--- src/rtl/music_player.sv ---
// rtl/music_player.sv - score-driven square-wave music player
//
// Steps through SCORE_LEN entries of an external synchronous-read score RAM,
// one entry per BEAT_CYCLES clocks, and plays each entry as a square wave.
// Ports:
//   clk, rst                    clock; asynchronous active-high reset
//   start, stop                 one-cycle control pulses (stop wins)
//   pause, loop_en              level controls
//   ram_re, ram_addr, ram_data  score read port, data valid the cycle after ram_re
//   buzzer                      tone output
//   octave, note_digit          decoded current note (0/0 for a rest)
//   playing, done               busy status; end-of-score pulse
module music_player #(
   parameter int BEAT_CYCLES = 12_500_000,
   parameter int SCORE_LEN   = 135,
   parameter int ADDR_WIDTH  = 8,
   parameter int RAM_WIDTH   = 15
) (
   input  logic                  clk,
   input  logic                  rst,
   input  logic                  start,
   input  logic                  stop,
   input  logic                  pause,
   input  logic                  loop_en,
   output logic                  ram_re,
   output logic [ADDR_WIDTH-1:0] ram_addr,
   input  logic [RAM_WIDTH-1:0]  ram_data,
   output logic                  buzzer,
   output logic [1:0]            octave,
   output logic [3:0]            note_digit,
   output logic                  playing,
   output logic                  done
);

   localparam int BW = $clog2(BEAT_CYCLES);
   localparam int TW = 18;
   localparam logic [BW-1:0]         BEAT_LAST = BW'(BEAT_CYCLES - 3);
   localparam logic [ADDR_WIDTH-1:0] ADDR_LAST = ADDR_WIDTH'(SCORE_LEN - 1);

   typedef enum logic [2:0] {S_IDLE, S_FETCH, S_LOAD, S_PLAY, S_PAUSE} state_t;

   state_t        state, state_next;
   logic [BW-1:0] beat_cnt;
   logic [TW-1:0] tone_cnt;
   logic          tone_q;
   logic          end_q;

   logic [3:0]    sel_field;
   logic [1:0]    dec_octave;
   logic [3:0]    dec_digit;
   logic [TW-1:0] base;
   logic [TW-1:0] half_period;
   logic [TW-1:0] tone_cnt_step;
   logic          tone_q_step;
   logic          beat_end;
   logic          at_last;
   logic          finish;

   // Score word {high, med, low, cs}: a one-hot cs picks the field and the
   // octave; anything that is not a digit 1-7 plays as a rest.
   always_comb begin
      sel_field  = 4'd0;
      dec_octave = 2'd0;
      dec_digit  = 4'd0;
      case (ram_data[2:0])
         3'b001: begin sel_field = ram_data[6:3];   dec_octave = 2'd1; end
         3'b010: begin sel_field = ram_data[10:7];  dec_octave = 2'd2; end
         3'b100: begin sel_field = ram_data[14:11]; dec_octave = 2'd3; end
         default: ;
      endcase
      if (sel_field == 4'd0 || sel_field > 4'd7)
         dec_octave = 2'd0;
      else
         dec_digit = sel_field;
   end

   always_comb begin
      case (note_digit)
         4'd1:    base = 18'd190840;
         4'd2:    base = 18'd170068;
         4'd3:    base = 18'd151515;
         4'd4:    base = 18'd143266;
         4'd5:    base = 18'd127551;
         4'd6:    base = 18'd113636;
         4'd7:    base = 18'd101215;
         default: base = '0;
      endcase
   end

   always_comb begin
      case (octave)
         2'd2:    half_period = base >> 1;
         2'd3:    half_period = base >> 2;
         default: half_period = base;
      endcase
   end

   // One tone-generator step; a rest forces the wave low and the phase to zero.
   always_comb begin
      tone_cnt_step = tone_cnt + 1'b1;
      tone_q_step   = tone_q;
      if (octave == 2'd0) begin
         tone_cnt_step = '0;
         tone_q_step   = 1'b0;
      end else if (tone_cnt == half_period - 1'b1) begin
         tone_cnt_step = '0;
         tone_q_step   = ~tone_q;
      end
   end

   assign beat_end = (state == S_PLAY) && (beat_cnt == BEAT_LAST);
   assign at_last  = (ram_addr >= ADDR_LAST);
   assign finish   = beat_end && at_last && !loop_en && !stop;

   always_ff @(posedge clk or posedge rst) begin
      if (rst)
         state <= S_IDLE;
      else
         state <= state_next;
   end

   // End of beat takes precedence over pause, so a pause that lands on the
   // last PLAY cycle is picked up in the next entry's PLAY.
   always_comb begin
      state_next = state;
      case (state)
         S_IDLE:  if (start && !stop) state_next = S_FETCH;
         S_FETCH: state_next = stop ? S_IDLE : S_LOAD;
         S_LOAD:  state_next = stop ? S_IDLE : S_PLAY;
         S_PLAY: begin
            if (stop)
               state_next = S_IDLE;
            else if (beat_end)
               state_next = (at_last && !loop_en) ? S_IDLE : S_FETCH;
            else if (pause)
               state_next = S_PAUSE;
         end
         S_PAUSE: begin
            if (stop)
               state_next = S_IDLE;
            else if (!pause)
               state_next = S_PLAY;
         end
         default: state_next = S_IDLE;
      endcase
   end

   // The tone phase is kept through PAUSE; only the pin is gated.
   always_comb begin
      ram_re  = (state == S_FETCH);
      playing = (state != S_IDLE);
      buzzer  = tone_q && (state != S_PAUSE);
   end

   always_ff @(posedge clk or posedge rst) begin
      if (rst) begin
         ram_addr   <= '0;
         octave     <= 2'd0;
         note_digit <= 4'd0;
         beat_cnt   <= '0;
         tone_cnt   <= '0;
         tone_q     <= 1'b0;
         end_q      <= 1'b0;
         done       <= 1'b0;
      end else begin
         // done is delayed one extra cycle so it lands on the beat boundary
         // where the next LOAD would otherwise have happened.
         end_q <= finish;
         done  <= end_q;
         if (state != S_IDLE && stop) begin
            ram_addr   <= '0;
            octave     <= 2'd0;
            note_digit <= 4'd0;
            beat_cnt   <= '0;
            tone_cnt   <= '0;
            tone_q     <= 1'b0;
         end else begin
            case (state)
               S_FETCH: begin
                  tone_cnt <= tone_cnt_step;
                  tone_q   <= tone_q_step;
               end
               S_LOAD: begin
                  octave     <= dec_octave;
                  note_digit <= dec_digit;
                  beat_cnt   <= '0;
                  // A repeated note keeps its phase so tied notes do not click.
                  if ({dec_octave, dec_digit} != {octave, note_digit}) begin
                     tone_cnt <= '0;
                     tone_q   <= 1'b0;
                  end else begin
                     tone_cnt <= tone_cnt_step;
                     tone_q   <= tone_q_step;
                  end
               end
               S_PLAY: begin
                  beat_cnt <= beat_cnt + 1'b1;
                  tone_cnt <= tone_cnt_step;
                  tone_q   <= tone_q_step;
                  if (beat_end) begin
                     if (!at_last) begin
                        ram_addr <= ram_addr + 1'b1;
                     end else begin
                        ram_addr <= '0;
                        if (!loop_en) begin
                           octave     <= 2'd0;
                           note_digit <= 4'd0;
                           tone_cnt   <= '0;
                           tone_q     <= 1'b0;
                        end
                     end
                  end
               end
               default: ;
            endcase
         end
      end
   end

endmodule

--- config.mk ---
export PLATFORM = sky130hd
export DESIGN_NAME = music_player
export DESIGN_NICKNAME = d
export VERILOG_FILES = /design/src/rtl/music_player.sv
export SDC_FILE = /design/constraint.sdc
export NUM_CORES = 1
export LEC_CHECK = 0
export CAP_MARGIN = 20
export CELL_PAD_IN_SITES_DETAIL_PLACEMENT = 1
export CELL_PAD_IN_SITES_GLOBAL_PLACEMENT = 2
export CORE_UTILIZATION = 39
export CTS_CLUSTER_SIZE = 40
export DETAILED_ROUTE_END_ITERATION = 6
export GPL_ROUTABILITY_DRIVEN = 0
export PLACE_DENSITY_LB_ADDON = 0.1
export SYNTH_ARGS = -nofsm -noshare
export SYNTH_HDL_FRONTEND = slang
export SYNTH_SLANG_ARGS = --single-unit
export TNS_END_PERCENT = 20
--- constraint.sdc ---
create_clock -name clk -period 10.76 [get_ports clk]
set_input_delay 1.614 -clock clk [delete_from_list [all_inputs] [get_ports clk]]
set_output_delay 1.614 -clock clk [all_outputs]
set_load 0.01 [all_outputs]
==> results.py <==
metrics = {
    "status": {
        "status": "completed",
    },
    "sta": {
        "clock_skew_ns": 0.0117,
        "tightest_slew_ns": 1.10,
        "setup_ws_ns": 5.97,
        "fin_crit_ns": 4.79,
        "maxSlewViolCount": 0,
        "fin_crit_sh_pct": 44.5,
        "fmax_ghz": 0.209,
        "setup_viol": 0,
        "rsz0062_at_grt": "false",
        "hold_viol": 0,
        "setup_tns_ns": 0,
        "slew-limit-headroom_pct": 26.4,
    },
    "clocking": {
        "htreeDepth": 3,
        "clock_latency_ns": 0.34,
        "clockBufferDepth": 2,
        "cts.sinks": 62,
        "cts_tree": "yes",
        "hold_buffers": 0,
        "cts_buffers": 9,
        "cts_resized": 0,
        "cts_root_buffer": "clkbuf_16",
        "postCtsSetupBuffers": 0,
        "clkSlewWorstSetupHoldPaths_ns": 0.06,
    },
    "detailed_routing": {
        "firstDrtPassIters": 4,
        "drt-total-wl_mm": 15.8,
        "vias_per_cell": 6.12,
        "vias": 5052,
        "route.detailed.drc": 0,
        "antenna_left": 0,
        "drt_iter0_drc": 238,
        "wire_per_inst_um": 19.1,
    },
    "yosys": {
        "netlist_area_um2": 5120,
        "syn_nets": 662,
        "avgSynthCellArea_um2": 8.06,
        "synth_cell_type_count": 77,
        "ys_seq_area_share_pct": 30.3,
        "synth-async-reset-ratio_pct": 100,
        "synth_area_leaders": "dfrtp_1 (30%), o21ai_0 (7.4%), nand2_1 (4.6%), a221oi_1 (2.9%), a21oi_1 (2.7%)",
        "yosysWarnings": 0,
        "synth-edff-count": 0,
        "yosysTopAreaCell": "dfrtp_1",
        "synth_top_area_share_pct": 30.3,
        "syn_inst": 635,
        "ys_ff_latch": 62,
        "synthFlopType": "dfrtp_1",
    },
    "finish": {
        "drive_above_1_share_pct": 8.10,
        "layout_common_cells": "o21ai_0 (75), nand2_1 (63), dfrtp_1 (62)",
        "layout_commonest_cell": "o21ai_0",
        "fin_util_pct": 46.0,
        "nets": 678,
        "num_antenna_cells": 0,
        "synthToLayoutAreaGrowth_pct": 14.5,
    },
    "place": {
        "io_buffers": 38,
        "pre_cts_ws_ns": 5.60,
        "hpwlAfterDp_mm": 10.9,
    },
    "run": {
        "drv_cap": 0,
    },
    "floorplan": {
        "core_area_um2": 12700,
        "die_width_um": 117,
        "io_pins": 39,
        "core.rowCount": 41,
        "initial_utilization_pct": 40.2,
        "dieArea_um2": 13600,
        "dieHeight_um": 117,
    },
    "worst_setup_path": {
        "end_kind": "register",
        "cp.arrival_ns": 5.00,
        "critical_path_required_ns": 10.97,
        "startpoint_type": "primary input",
        "worstSetupPathType": "in2reg",
        "ff2ff_setup_slack_ns": 6.02,
        "crit_fanout": 19,
    },
    "pwr": {
        "p_leak_nw": 2.23,
        "switching_share_pct": 35.7,
        "power_frac_clock_pct": 35.8,
        "power.density_nw_per_um2": 138,
        "combPwrFrac_pct": 31.2,
        "netSwitchingPower_w": 0.000289,
        "peakVddDrop_mv": 0.0784,
        "p_int_w": 0.000521,
        "p_total_w": 0.000810,
        "power.share.sequential_pct": 33.0,
    },
    "global_route": {
        "grt_pass1_wl_mm": 26.2,
        "grt_antenna_before_repair": 0,
        "first_global_vias": 5194,
        "grt_overflow": 0,
        "grt.total_usage_pct": 24.6,
        "grt_max_degree": 63,
    },
    "worst_hold_path": {
        "hold_class": "reg2reg",
    },
}
-- path summary, 6_finish.rpt --
path                             start      endpoint  cells past startpoint
min                              end_q          done                      0
max                        ram_data[2]  tone_cnt[10]                      8
max in group asynchronous          rst   beat_cnt[0]                      3
min in group asynchronous          rst  tone_cnt[11]                      3
max reg2reg                  octave[0]  tone_cnt[10]                     12
min reg2reg                      end_q          done                      0
-- final cells by class --
type	instances	area, um2
Timing Repair Buffer	47	448
Tap cell	172	215
Multi-Input combinational cell	516	3300
Sequential cell	62	1550
Clock inverter	4	48.8
Fill cell	1562	6870
Clock buffer	10	239
Inverter	15	56.3
-- critical path: stages --
cell             delay [ns]
clkdlybuf4s50_1        0.74
nor3b_1                0.47
a221oi_1               0.29
and3_1                 0.28
o31a_1                 0.29
a31oi_2                0.82
a21oi_2                0.14
a221o_1                0.34
-- Yosys cell counts, drive strengths merged (8+ instances only) --
| cell | count |
|---|---|
| nand2b | 17 |
| nor4 | 8 |
| nand4 | 13 |
| nor4bb | 8 |
| inv | 15 |
| nor2b | 16 |
| a31oi | 14 |
| nor3 | 17 |
| or2 | 12 |
| clkbuf | 22 |
| buf | 20 |
| dfrtp | 62 |
| a21oi | 29 |
| a221oi | 17 |
| o21ai | 76 |
| and3 | 12 |
| nand3 | 23 |
| nand2 | 63 |
| nor2 | 36 |
| xnor2 | 10 |
| a21o | 13 |
-- through the flow --
step / cell area (um2) / cells / hold slack (ns)
6_report: 5860 / 826 / 0.359
3_3_place_gp: 5570 / 812 / 0.337
3_5_place_dp: 5570 / 812 / 0.338
2_1_floorplan: 5120 / 635 / 0.331
4_1_cts: 5860 / 826 / 0.361
5_1_grt: 5860 / 826 / 0.373
-- power by group through the flow --
stage,Combinational (W),Sequential [W],Clock [W]
after floorplan,0.000178,0.000260,0
after global placement,0.000246,0.000270,0
after detailed placement,0.000254,0.000271,0
after CTS,0.000256,0.000267,0.000299
after global routing,0.000279,0.000270,0.000304
final,0.000253,0.000268,0.000290
-- layer usage --
layer | vias up | global-route usage (%) | routed length (um)
met5 | - | 0 | 0
li1 | 2439 | - | -
met4 | 0 | 7.59 | 282
met1 | 2536 | 29.2 | 6930
met2 | 56 | 44.7 | 8130
met3 | 21 | 4.62 | 406
-- flip-flops by register name (all words and copies together) (netlist names) --
name,flops
done,1
tone_cnt,18
end_q,1
note_digit,4
octave,2
tone_q,1
state,3
beat_cnt,24
ram_addr,8
-- kinds of logic (layout without fill, tap and decap cells) --
| logic type | Yosys count | in the layout | share of synthesized area (%) |
|---|---|---|---|
| buffers and inverters | 57 | 76 | 5.23 |
| multiplexers | 5 | 5 | 1.05 |
| AO/OA/AOI/OAI | 213 | 213 | 28.8 |
| XOR/XNOR | 17 | 17 | 2.91 |
| adder cells (fa/ha/maj) | 7 | 7 | 1.66 |
| flip-flops | 62 | 62 | 30.3 |
| AND/OR/NAND/NOR | 274 | 274 | 30.1 |
(Power assumes the default switching activity.)
